### src/rtl/dmem_arb_pkg.sv
// dmem_arb_pkg: shared state and grant types for the data-RAM arbiter
package dmem_arb_pkg;
  typedef enum logic [1:0] {IDLE, BURST, DONE} arb_state_t;
  typedef enum logic {GNT_CORE, GNT_DMA} gnt_t;
endpackage

### src/rtl/dmem_arbiter_if.sv
// dmem_arbiter_if: core, DMA and RAM-side signals of the data-RAM arbiter
interface dmem_arbiter_if #(
  parameter int ADDR_W = 10,
  parameter int SIZE = 32
);
  logic c_req, c_we, c_stall;
  logic [ADDR_W-1:0] c_addr;
  logic [SIZE-1:0] c_wdata, c_rdata;
  logic d_start, d_we, d_beat, d_busy, d_done;
  logic [ADDR_W-1:0] d_base;
  logic [ADDR_W:0] d_len;
  logic [SIZE-1:0] d_wdata, d_rdata;
  logic ram_memwrite;
  logic [ADDR_W-1:0] ram_address;
  logic [SIZE-1:0] ram_write_data, ram_read_data;
  modport slave (
    input c_req, c_we, c_addr, c_wdata, d_start, d_we, d_base, d_len, d_wdata, ram_read_data,
    output c_rdata, c_stall, d_rdata, d_beat, d_busy, d_done, ram_memwrite, ram_address, ram_write_data
  );
  modport master (
    output c_req, c_we, c_addr, c_wdata, d_start, d_we, d_base, d_len, d_wdata, ram_read_data,
    input c_rdata, c_stall, d_rdata, d_beat, d_busy, d_done, ram_memwrite, ram_address, ram_write_data
  );
endinterface

### src/rtl/dmem_burst_agen.sv
// dmem_burst_agen: burst address and remaining-beat counters with wrap at MEM_DEPTH
module dmem_burst_agen #(
  parameter int MEM_DEPTH = 1024,
  parameter int ADDR_W = $clog2(MEM_DEPTH)
) (
  input  logic              clk,
  input  logic              reset,
  input  logic              load,
  input  logic              step,
  input  logic [ADDR_W-1:0] base,
  input  logic [ADDR_W:0]   len,
  output logic [ADDR_W-1:0] addr_q,
  output logic              last
);
  logic [ADDR_W-1:0] addr_d;
  logic [ADDR_W:0] rem_q, rem_d;
  // explicit wrap keeps non-power-of-two depths inside the RAM
  always_comb begin
    addr_d = load ? base : step ? (addr_q == ADDR_W'(MEM_DEPTH - 1) ? '0 : addr_q + 1'b1) : addr_q;
    rem_d = load ? len : step ? rem_q - 1'b1 : rem_q;
  end
  assign last = rem_q == {{ADDR_W{1'b0}}, 1'b1};
  always_ff @(posedge clk) begin
    if (reset) begin
      addr_q <= '0;
      rem_q <= '0;
    end else begin
      addr_q <= addr_d;
      rem_q <= rem_d;
    end
  end
endmodule

### src/rtl/dmem_arbiter.sv
// dmem_arbiter: shares the single-port data RAM between core accesses and DMA bursts
module dmem_arbiter import dmem_arb_pkg::*; #(
  parameter int MEM_DEPTH = 1024,
  parameter int SIZE = 32,
  parameter int MAX_WAIT = 4
) (
  input logic clk,
  input logic reset,
  dmem_arbiter_if.slave bus
);
  localparam int ADDR_W = $clog2(MEM_DEPTH);
  localparam int WAIT_W = MAX_WAIT > 0 ? $clog2(MAX_WAIT + 1) : 1;
  arb_state_t state_q, state_d;
  logic [WAIT_W-1:0] wait_cnt_q, wait_cnt_d;
  logic we_q, we_d, load, beat, last;
  gnt_t gnt;
  logic [ADDR_W-1:0] dma_addr;
  logic [SIZE-1:0] wdata;
  // a pending beat yields to the core until the core has had MAX_WAIT grants in a row
  always_comb begin
    load = state_q == IDLE && bus.d_start;
    beat = !reset && state_q == BURST && (!bus.c_req || wait_cnt_q == WAIT_W'(MAX_WAIT));
    gnt = beat ? GNT_DMA : GNT_CORE;
    we_d = load ? bus.d_we : we_q;
    wait_cnt_d = (state_q == BURST && bus.c_req && !beat) ? wait_cnt_q + 1'b1 : '0;
    state_d = state_q == IDLE ? (load ? (bus.d_len != '0 ? BURST : DONE) : IDLE)
            : state_q == BURST ? (beat && last ? DONE : BURST) : IDLE;
  end
  always_ff @(posedge clk) begin
    if (reset) begin
      state_q <= IDLE;
      wait_cnt_q <= '0;
      we_q <= 1'b0;
    end else begin
      state_q <= state_d;
      wait_cnt_q <= wait_cnt_d;
      we_q <= we_d;
    end
  end
  dmem_burst_agen #(.MEM_DEPTH(MEM_DEPTH)) u_agen (
    .clk(clk), .reset(reset), .load(load), .step(beat),
    .base(bus.d_base), .len(bus.d_len), .addr_q(dma_addr), .last(last)
  );
  assign wdata = gnt == GNT_DMA ? bus.d_wdata : bus.c_wdata;
  assign bus.ram_write_data = wdata;
  assign bus.ram_address = gnt == GNT_DMA ? dma_addr : bus.c_addr;
  assign bus.ram_memwrite = !reset && (gnt == GNT_DMA ? we_q : bus.c_req && bus.c_we);
  assign bus.c_stall = bus.c_req && beat;
  assign bus.c_rdata = bus.ram_read_data;
  assign bus.d_rdata = bus.ram_read_data;
  assign bus.d_beat = beat;
  assign bus.d_busy = !reset && state_q != IDLE;
  assign bus.d_done = !reset && state_q == DONE;
endmodule

### src/flat_wrapper.sv
// flat-port wrapper written by rule: the top's interface ports become plain ports
module dmem_arbiter_flat import dmem_arb_pkg::*;
#(
  parameter int MEM_DEPTH = 1024,
  parameter int SIZE = 32,
  parameter int MAX_WAIT = 4
)
  (clk, reset, bus_c_req, bus_c_we, bus_c_addr, bus_c_wdata, bus_d_start, bus_d_we, bus_d_base, bus_d_len, bus_d_wdata, bus_ram_read_data, bus_c_rdata, bus_c_stall, bus_d_rdata, bus_d_beat, bus_d_busy, bus_d_done, bus_ram_memwrite, bus_ram_address, bus_ram_write_data);
  dmem_arbiter_if #(.ADDR_W(10), .SIZE(SIZE)) bus_i ();
  input logic clk;
  input logic reset;
  input wire logic [$bits(bus_i.c_req)-1:0] bus_c_req;
  input wire logic [$bits(bus_i.c_we)-1:0] bus_c_we;
  input wire logic [$bits(bus_i.c_addr)-1:0] bus_c_addr;
  input wire logic [$bits(bus_i.c_wdata)-1:0] bus_c_wdata;
  input wire logic [$bits(bus_i.d_start)-1:0] bus_d_start;
  input wire logic [$bits(bus_i.d_we)-1:0] bus_d_we;
  input wire logic [$bits(bus_i.d_base)-1:0] bus_d_base;
  input wire logic [$bits(bus_i.d_len)-1:0] bus_d_len;
  input wire logic [$bits(bus_i.d_wdata)-1:0] bus_d_wdata;
  input wire logic [$bits(bus_i.ram_read_data)-1:0] bus_ram_read_data;
  output wire logic [$bits(bus_i.c_rdata)-1:0] bus_c_rdata;
  output wire logic [$bits(bus_i.c_stall)-1:0] bus_c_stall;
  output wire logic [$bits(bus_i.d_rdata)-1:0] bus_d_rdata;
  output wire logic [$bits(bus_i.d_beat)-1:0] bus_d_beat;
  output wire logic [$bits(bus_i.d_busy)-1:0] bus_d_busy;
  output wire logic [$bits(bus_i.d_done)-1:0] bus_d_done;
  output wire logic [$bits(bus_i.ram_memwrite)-1:0] bus_ram_memwrite;
  output wire logic [$bits(bus_i.ram_address)-1:0] bus_ram_address;
  output wire logic [$bits(bus_i.ram_write_data)-1:0] bus_ram_write_data;
  assign bus_i.c_req = bus_c_req;
  assign bus_i.c_we = bus_c_we;
  assign bus_i.c_addr = bus_c_addr;
  assign bus_i.c_wdata = bus_c_wdata;
  assign bus_i.d_start = bus_d_start;
  assign bus_i.d_we = bus_d_we;
  assign bus_i.d_base = bus_d_base;
  assign bus_i.d_len = bus_d_len;
  assign bus_i.d_wdata = bus_d_wdata;
  assign bus_i.ram_read_data = bus_ram_read_data;
  assign bus_c_rdata = bus_i.c_rdata;
  assign bus_c_stall = bus_i.c_stall;
  assign bus_d_rdata = bus_i.d_rdata;
  assign bus_d_beat = bus_i.d_beat;
  assign bus_d_busy = bus_i.d_busy;
  assign bus_d_done = bus_i.d_done;
  assign bus_ram_memwrite = bus_i.ram_memwrite;
  assign bus_ram_address = bus_i.ram_address;
  assign bus_ram_write_data = bus_i.ram_write_data;
  dmem_arbiter #(.MEM_DEPTH(MEM_DEPTH), .SIZE(SIZE), .MAX_WAIT(MAX_WAIT)) u_core (.clk(clk), .reset(reset), .bus(bus_i));
endmodule
### config.mk
export PLATFORM = sky130hd
export DESIGN_NAME = dmem_arbiter_flat
export DESIGN_NICKNAME = d
export VERILOG_FILES = /design/src/rtl/dmem_arb_pkg.sv /design/src/rtl/dmem_arbiter_if.sv /design/src/rtl/dmem_burst_agen.sv /design/src/rtl/dmem_arbiter.sv /design/src/flat_wrapper.sv
export SDC_FILE = /design/constraint.sdc
export NUM_CORES = 1
export LEC_CHECK = 0
export BUFFER_PORTS_ARGS = -buffer_cell sky130_fd_sc_hd__buf_4
export CORE_MARGIN = 2
export CORE_UTILIZATION = 30
export CTS_CLUSTER_DIAMETER = 200
export DETAILED_ROUTE_END_ITERATION = 7
export GPL_TIMING_DRIVEN = 0
export MAX_ROUTING_LAYER = met4
export PLACE_DENSITY = 0.74
export SLEW_MARGIN = 20
export SYNTH_ARGS = -nofsm -noshare
export SYNTH_HDL_FRONTEND = slang
export SYNTH_SLANG_ARGS = --single-unit
### constraint.sdc
create_clock -name clk -period 2.9 [get_ports clk]
set_input_delay 0.58 -clock clk [delete_from_list [all_inputs] [get_ports clk]]
set_output_delay 0.58 -clock clk [all_outputs]
set_load 0.01 [all_outputs]
### Word level (Yosys, flattened, before mapping)

Cells that the tools add are included.
Widths: inputs -> output; s select.

* flip-flop bits (word level): 27
* input bits: 133

* $add $sub $neg: 3
* equal/unequal tests: 5
* mux-type cells: 14
* bitwise operators: 1
* reductions and logical operators: 20

Operator list (number)
* $mux 10: 4
* $mux 32: 1
* $mux 11: 2
* $eq 11x1->1 const B: 1
* $logic_and 1x1->1: 11
* $reduce_bool 11->1: 1
* $sub 11x1->11 const B: 1
* $add 10x1->10 const B: 1
* $eq 10x10->1 const B: 1
* $mux 2: 5
* $reduce_bool 2->1: 2
* $add 3x1->3 const B: 1
* $eq 3x3->1 const B: 1
* $logic_not 1->1: 3
* $eq 2x1->1 const B: 1
* $eq 2x2->1 const B: 1
* $logic_not 2->1: 1
* $mux 1: 2
* $reduce_or 2->1: 1
* $logic_or 1x1->1: 1
* $not 1->1: 1

### Logic depth before layout (Yosys ltp)

Gate-level depths: netlist of run 1.

* word-level depth: 7
* depth in mapped cells: 9

### By module

A second synthesis of run 1 with hierarchy kept.

* cell total of the unflattened synthesis: 304
* area total of the unflattened synthesis: 2812.7 um2

Modules (own cells, without submodules)
* dmem_arbiter: times used 1, cells each 150, area each 1542.7 um2
* dmem_burst_agen: times used 1, cells each 154, area each 1270.0 um2

### Worst setup path after synthesis of run 1

Ideal clock, no wire load.

* path type: input -> output
* start: in bus_c_req
* end: out bus_ram_write_data[21]
* arrival: 1715 ps
* path slack: 605 ps
* cell stages on the path: 6
* path buffers: 2
* cell sequence: a21bo_2 nand2_1 clkbuf_1 buf_1 nand2_1 nand2_1

* cells in the longest elaborated chain, start to end: 5

Ends and longest elaborated chain
* start, declared: line flat_wrapper.sv:12 `input wire logic [$bits(bus_i.c_req)-1:0] bus_c_req;`
* $logic_not 1->1: line dmem_arbiter.sv:22 `beat = !reset && state_q == BURST && (!bus.c_req || wait_cnt_q == WAIT_W'(MAX_WAIT));`
* $logic_or 1x1->1: line dmem_arbiter.sv:22
* $logic_and 1x1->1: line dmem_arbiter.sv:22
* $mux 1: line dmem_arbiter.sv:23 `gnt = beat ? GNT_DMA : GNT_CORE;`
* $mux 32: line dmem_arbiter.sv:44 `assign wdata = gnt == GNT_DMA ? bus.d_wdata : bus.c_wdata;`
* end, declared: line flat_wrapper.sv:30 `output wire logic [$bits(bus_i.ram_write_data)-1:0] bus_ram_write_data;`

No other way between the ends.

### Final worst setup path of run 1

* start: reg u_core.wait_cnt_q[0]
* end: out bus_ram_write_data[9]

* cells in the longest elaborated chain, start to end: 5

Ends and longest elaborated chain
* start, declared: line dmem_arbiter.sv:14 `logic [WAIT_W-1:0] wait_cnt_q, wait_cnt_d;`
* start signal, assigned: line dmem_arbiter.sv:36 `wait_cnt_q <= wait_cnt_d;`
* $eq 3x3->1: line dmem_arbiter.sv:22
* $logic_or 1x1->1: line dmem_arbiter.sv:22
* $logic_and 1x1->1: line dmem_arbiter.sv:22
* $mux 1: line dmem_arbiter.sv:23
* $mux 32: line dmem_arbiter.sv:44

No other way between the ends.

==> summary.txt, run 1 <==
Outcome
  • Status: finished clean

Global routing
  • Global-route track usage on met3: 0.0338
  • Grt ovf: 0
  • GR met1 Demand/Resource: 0.246
  • Initial antenna violation count: 0
  • GR met2 Demand/Resource: 0.368
  • First-pass GRT wire length: 15.9 mm
  • GRT Total Usage: 0.207
  • Pin count of the biggest net entering global routing: 15
  • Most used routing layer: met2
  • Number of global-route vias before repair: roughly 3200

Yosys
  • Avg Inst Size Synth: ~6.6 sq um
  • Async S/R FF share, synth: 0
  • FF+latch count, synth: 27
  • Synthesized area: 0.00260 sq mm
  • Synth warnings: 0
  • Post-synth EDFFs: 0
  • Mapped Nets: 529
  • Ys flop type: dfxtp_1
  • Synth area leaders: nand2_1 (21%), dfxtp_1 (21%), buf_4 (18%)
  • Count leader, synth: nand2_1
  • Leading area contributor after synthesis: nand2_1
  • Area share of the largest cell type after synthesis: 0.212
  • Seq/Total Area, Yosys: 0.208
  • Mapped Cells: around 400
  • Post-synth top cells: nand2_1 (147), buf_4 (64), dfxtp_1 (27)
  • Synth cell types: 52

Critical path
  • Worst reg2reg path startpoint: u_core.state_q[1]
  • Slowest cell on the critical path: dfxtp_1
  • Worst setup SP type: flip-flop
  • Critical Path Sink Type: output port
  • Slowest stage delay, CP: about 370 ps
  • Max FO, Critical Path: 10
  • Critical path arrival: ~2100 ps
  • Crit Path Class: reg -> out
  • Delay-heaviest family, CP: buffers and inverters
  • Worst-path cell chain: inv_1 > ha_1 > a21bo_2 > nand2_2 > clkbuf_4 > buf_2 > nand2_1 > nand2_1 > buf_4
  • Most frequent CP cell: nand2_1
  • Reg-to-reg endpoint: u_core.state_q[1]
  • Worst EP required: 2320 ps
  • Worst path bufs/invs: 4
  • R2R setup slack: slightly below 800 ps
  • R2R cell count: 5

Pwr
  • Int Pwr: about 0.84 mW
  • Net Sw Frac: 0.335
  • Max VDD drop: 0.000178 V
  • Combinational share of power: 0.488
  • Clock share of power: 0.171
  • Leak: 2.29 nW
  • Sequential power share: 0.341
  • Switch Pwr: around 0.43 mW
  • Pwr dens: between 200 and 300 mW/mm^2

Clock network
  • CTS clk-pin slew, worst paths: about 90 ps
  • Clock Sink Count: 27
  • # hold bufs at CTS: 0
  • TritonCTS clock tree: yes
  • Clock Path Buffers: 2
  • Clock Latency Late Sink: roughly 270 ps
  • H-tree levels: 1
  • Number of CTS-inserted buffers: 3
  • Clk Tree Root Cell: clkbuf_8

Detailed routing
  • DR pass1 iterations: 4
  • WL/cell: 14.3 um
  • Drt via density: about 4.8
  • Total wire length: about 10 mm
  • Vias: around 3400
  • Antenna-violating nets left: 0
  • Initial DRC count: roughly 110
  • DRC: 0

Layout
  • Diode count: 0
  • Synth-to-Final Area Change: 68.6%
  • Fraction of layout cells with a size suffix above 1: 0.494
  • Final Util: 0.528
  • # nets final: 746
  • Cell area after layout: 0.00438 sq mm

STA
  • Slew Limit Fails: 0
  • Crit share post-route: 0.936
  • Minimum clock period: around 2700 ps
  • Final Skew: around 5.3 ps
  • Rel. slew slack: 0.364
  • Worst-Margin Slew: about 950 ps
  • Fin. Hold Viols: 0
  • Final setup violation count: 0
  • RSZ-0062 raised after global routing: no
  • Fmax: about 370 MHz

Floorplanning
  • # rows: 33
  • Die area: about 0.0094 sq mm
  • Ports: roughly 240
  • Core Region: slightly above 0.008 sq mm
  • Initial Utilization: 0.313
  • Die Wd: around 97 um
  • Die height: about 97 um

Job
  • Total of max-cap violations: 0

Placement
  • Port bufs: 211
  • Placed cell area: 0.00431 sq mm
  • Post-DP HPWL: 8.56 mm
  • Global placement routability congestion: between 0.8 and 0.9

Worst hold path
  • HP Class: reg -> reg
  • Hold endpoint: u_core.wait_cnt_q[0]
  • Worst Min Path Start: u_core.wait_cnt_q[0]
  • Hold path cells: 1
-- worst max path at each step --
stage | from | endpoint | slack [ps] | depth (start not counted)
2_1_floorplan | bus_c_req | bus_ram_write_data[21] | 610 | 6
3_3_place_gp | bus_c_req | bus_ram_write_data[9] | -70 | 8
3_5_place_dp | bus_c_req | bus_ram_write_data[8] | -90 | 8
4_1_cts | u_core.wait_cnt_q[0] | bus_ram_write_data[8] | 30 | 9
5_1_grt | u_core.wait_cnt_q[1] | bus_ram_write_data[21] | 50 | 10
6_report | u_core.wait_cnt_q[0] | bus_ram_write_data[9] | 190 | 9
-- cells by family (layout without fill, tap and decap cells) --
group                      Yosys count  count (layout)  synth area share
adders and majority gates            5               5            0.0241
and+or+nand+nor                    203             203             0.367
buffers and inverters               93             309             0.232
xor gates and xnor gates             6               6            0.0202
AOI/OAI and AO/OA                   57              57             0.149
DFF                                 27              27             0.208
-- cells in the final DEF (no fill, tap or decap), drive strengths merged, types with 2 or more instances in the layout --
master,n
xor2,3
ha,5
nand4,7
o22ai,3
clkbuf,17
a2bb2oi,6
dfxtp,27
xnor2,3
nor3b,4
nor4,5
a21boi,2
nand3,5
o21ai,6
buf,284
or3,4
and4,2
and3,3
nor3,7
or3b,2
or4,4
a21oi,16
o311ai,6
a22oi,2
nand2,147
a31oi,6
nor4b,2
nor2,8
inv,8
-- sequential cells by signal (all words and copies together) (netlist names) --
name / count
u_core.u_agen.rem_q: 11
u_core.u_agen.addr_q: 10
u_core.wait_cnt_q: 3
u_core.state_q: 2
u_core.we_q: 1
-- metrics by stage --
| stage | total power, mW | instances | hold slack [ps] | setup WS (ps) | TNS [ps] |
|---|---|---|---|---|---|
| 6_report | 1.27 | 712 | 465 | 186 | 0 |
| 2_1_floorplan | 0.740 | 391 | 417 | 605 | 0 |
| 4_1_cts | 1.27 | 711 | 461 | 31.3 | 0 |
| 3_5_place_dp | 1.06 | 707 | 447 | -91.7 | -1040 |
| 3_3_place_gp | 1.05 | 707 | 429 | -71.0 | -248 |
| 5_1_grt | 1.35 | 712 | 483 | 49.1 | 0 |
-- routing by layer --
metal | share of wire | vias up
met4 | 0.016 | 0
met5 | 0 | -
met1 | 0.39 | 1507
met2 | 0.51 | 180
li1 | - | 1690
met3 | 0.076 | 18
-- power by group through the flow --
stage	Combinational [mW]	Sequential (mW)	Clock, mW
after global routing	0.671	0.439	0.238
after global placement	0.606	0.439	0
after detailed placement	0.617	0.441	0
after floorplan	0.308	0.432	0
after CTS	0.620	0.432	0.219
final	0.620	0.434	0.217
-- timing repair --
action	CTS	global route
resized for setup	5	5
setup buffers	0	1
setup endpoints to repair	41	40
-- area by class of cell --
cell class                 instances  area, sq um
fill                             768         3920
timing repair buffer             212         1590
multi-input combinational        271         1460
buffer                            85          583
sequential                        27          541
tap                              105          131
clock buffer                       4         45.0
inverter                           8         30.0
(Power assumes the default switching activity.)
==> run 2: changes to the inputs <==
ABC_AREA = 1   (was unset)
CORE_AREA = 2 2 93 95   (was unset)
CORE_MARGIN = unset   (was 2)
CORE_UTILIZATION = unset   (was 30)
DIE_AREA = 0 0 95 97   (was unset)
PLACE_DENSITY = 0.82   (was 0.74)
==> summary.txt, run 2 <==
Layout
  • Registers with the most flip-flops: u_core.u_agen.rem_q x11, u_core.u_agen.addr_q x10, u_core.wait_cnt_q x3
  • Biggest register: u_core.u_agen.rem_q
  • # nets final: between 800 and 900
  • Most common cell after layout, fill and taps aside: buf_4
  • Final Util: 0.561
  • Fraction of layout cells with a size suffix above 1: 0.448
  • Commonest non-fill, non-tap cells in the layout: buf_4 (276), nand2_1 (185), nor2_1 (44)
  • Diode count: 0
  • Largest register FFs: 11
  • Synth-to-Final Area Change: 62.8%

Detailed routing
  • WL/cell: 13.4 um
  • Total wire length: between 10 and 15 mm
  • Antenna-violating nets left: 0
  • Drt via density: about 4.6
  • DRC: 0
  • Vias: roughly 3700
  • Initial DRC count: approximately 290
  • DR pass1 iterations: 6

Worst hold path
  • HP Class: reg -> reg
  • Hold path cells: 1
  • Worst Min Path Start: u_core.wait_cnt_q[0]
  • Hold endpoint: u_core.wait_cnt_q[0]

Pwr
  • Pwr dens: 278 mW/mm^2
  • Pwr Total: roughly 1.3 mW
  • Max VDD drop: between 0.0002 and 0.0003 V
  • Leak: between 2 and 3 nW

Clock network
  • Clk Tree Root Cell: clkbuf_8
  • Post-CTS setup buffers: 0
  • # hold bufs at CTS: 0
  • H-tree levels: 1
  • Clock Latency Late Sink: ~270 ps
  • CTS clk-pin slew, worst paths: 90 ps
  • Clock Sink Count: 27
  • TritonCTS clock tree: yes
  • Clock Path Buffers: 2
  • Number of CTS-inserted buffers: 3
  • Post-CTS Resized: 0

STA
  • Crit share post-route: 0.875
  • Final setup violation count: 0
  • Worst hold slack: 472 ps
  • Fin. Hold Viols: 0
  • Worst-Margin Slew: between 500 and 600 ps
  • Minimum clock period: approximately 2500 ps
  • Fmax: about 390 MHz
  • Final Skew: between 4 and 5 ps
  • Rel. slew slack: 0.600
  • RSZ-0062 raised after global routing: no
  • Total negative setup slack: 0 ps
  • Slew Limit Fails: 0

Critical path
  • Worst setup SP type: flip-flop
  • Reg-to-reg endpoint: u_core.u_agen.rem_q[8]
  • Worst EP required: 2320 ps
  • R2R setup slack: 1350 ps
  • Crit Path Class: reg -> out
  • Max FO, Critical Path: 10
  • Critical path arrival: 1960 ps
  • Worst reg2reg path startpoint: u_core.wait_cnt_q[0]
  • R2R cell count: 12
  • Critical Path Sink Type: output port

Global routing
  • Number of global-route vias before repair: around 3300
  • First-pass GRT wire length: approximately 16 mm
  • Initial antenna violation count: 0
  • GRT Total Usage: 0.223
  • Grt ovf: 0
  • Pin count of the biggest net entering global routing: 15

Yosys
  • Leading area contributor after synthesis: nand2_1
  • Area share of the largest cell type after synthesis: 0.248
  • Seq/Total Area, Yosys: 0.193
  • Avg Inst Size Synth: ~5.8 sq um
  • Mapped Cells: ~480
  • Post-synth top cells: nand2_1 (185), buf_4 (65), nor2_1 (44)
  • Synth warnings: 0
  • Synthesized area: 0.00280 sq mm
  • Ys flop type: dfxtp_1
  • Post-synth EDFFs: 0
  • Count leader, synth: nand2_1
  • Synth cell types: 31
  • FF+latch count, synth: 27
  • Synth area leaders: nand2_1 (25%), dfxtp_1 (19%), buf_4 (17%)
  • Async S/R FF share, synth: 0
  • Mapped Nets: about 620

Floorplanning
  • Die Wd: roughly 95 um
  • Initial Utilization: 0.344
  • # rows: 33
  • Die height: approximately 97 um
  • Ports: 244
  • Die area: 0.00922 sq mm
  • Core Region: roughly 0.0081 sq mm

Placement
  • Port bufs: approximately 210
  • Post-DP HPWL: just under 9 mm
  • Global placement routability congestion: 0.890

Outcome
  • Status: finished clean

Job
  • Total of max-cap violations: 0
-- run 2: cell count changes in the layout (fill, tap and decap cells not counted), sizes merged, moves of 5 or more --
cell     delta
clkbuf     -10
a2bb2oi     -6
nor2       +42
inv        +33
nor4        -5
nand3      +19
o311ai      -6
o21ai      +19
buf         +5
nand2      +42
-- run 2: through the flow --
step	setup slack, ps	cell area (sq um)	std cells
2_1_floorplan	987	2800	479
3_5_place_dp	600	4520	795
4_1_cts	375	4560	799
3_3_place_gp	617	4520	795
5_1_grt	240	4560	799
6_report	362	4560	799
-- run 2: layout make-up --
type	instances	area [sq um]
Multi-Input combinational cell	330	1500
Clock buffer	4	45.0
Inverter	41	154
Tap cell	105	131
Timing Repair Buffer	211	1580
Fill cell	782	3570
Sequential cell	27	541
Buffer	81	608
-- run 2: how the worst max path moves through the flow --
stage	startpoint	cells after the start	endpoint	slack, ps
global route	u_core.wait_cnt_q[0]	10	bus_ram_write_data[15]	240
global placement	bus_c_req	9	bus_ram_write_data[15]	620
floorplan	bus_c_req	7	bus_ram_write_data[22]	990
detailed placement	bus_c_req	9	bus_ram_write_data[17]	600
CTS	u_core.wait_cnt_q[0]	10	bus_ram_write_data[2]	370
finish	u_core.wait_cnt_q[0]	10	bus_ram_write_data[2]	360
-- run 2: kinds of logic after synthesis --
kind of cell / after synthesis / synth area share
AO/OA/AOI/OAI: 50 / 0.100
XOR/XNOR: 4 / 0.0125
adder cells (fa/ha/maj): 5 / 0.0223
buffers and inverters: 122 / 0.272
flip-flops: 27 / 0.193
AND/OR/NAND/NOR: 271 / 0.400
-- run 2: worst max-delay path, stage by stage (launching register included) --
cell	delay, ps
dfxtp_1	390
inv_1	60
ha_1	190
nand2_1	60
nand2_1	100
nand2_4	150
buf_6	190
buf_2	220
nand2_1	120
nand2_1	100
buf_4	120
-- run 2: metal layers --
layer,share of wire,up-vias,GRT usage
met2,0.51,190,0.397
met3,0.095,17,0.0374
met4,0.017,0,0.0569
li1,-,1847,-
met1,0.38,1609,0.256
met5,0,-,-
-- run 2: power by group --
part           internal [mW]  switching, mW
combinational          0.338          0.292
sequential             0.396         0.0245
clock                 0.0985          0.121
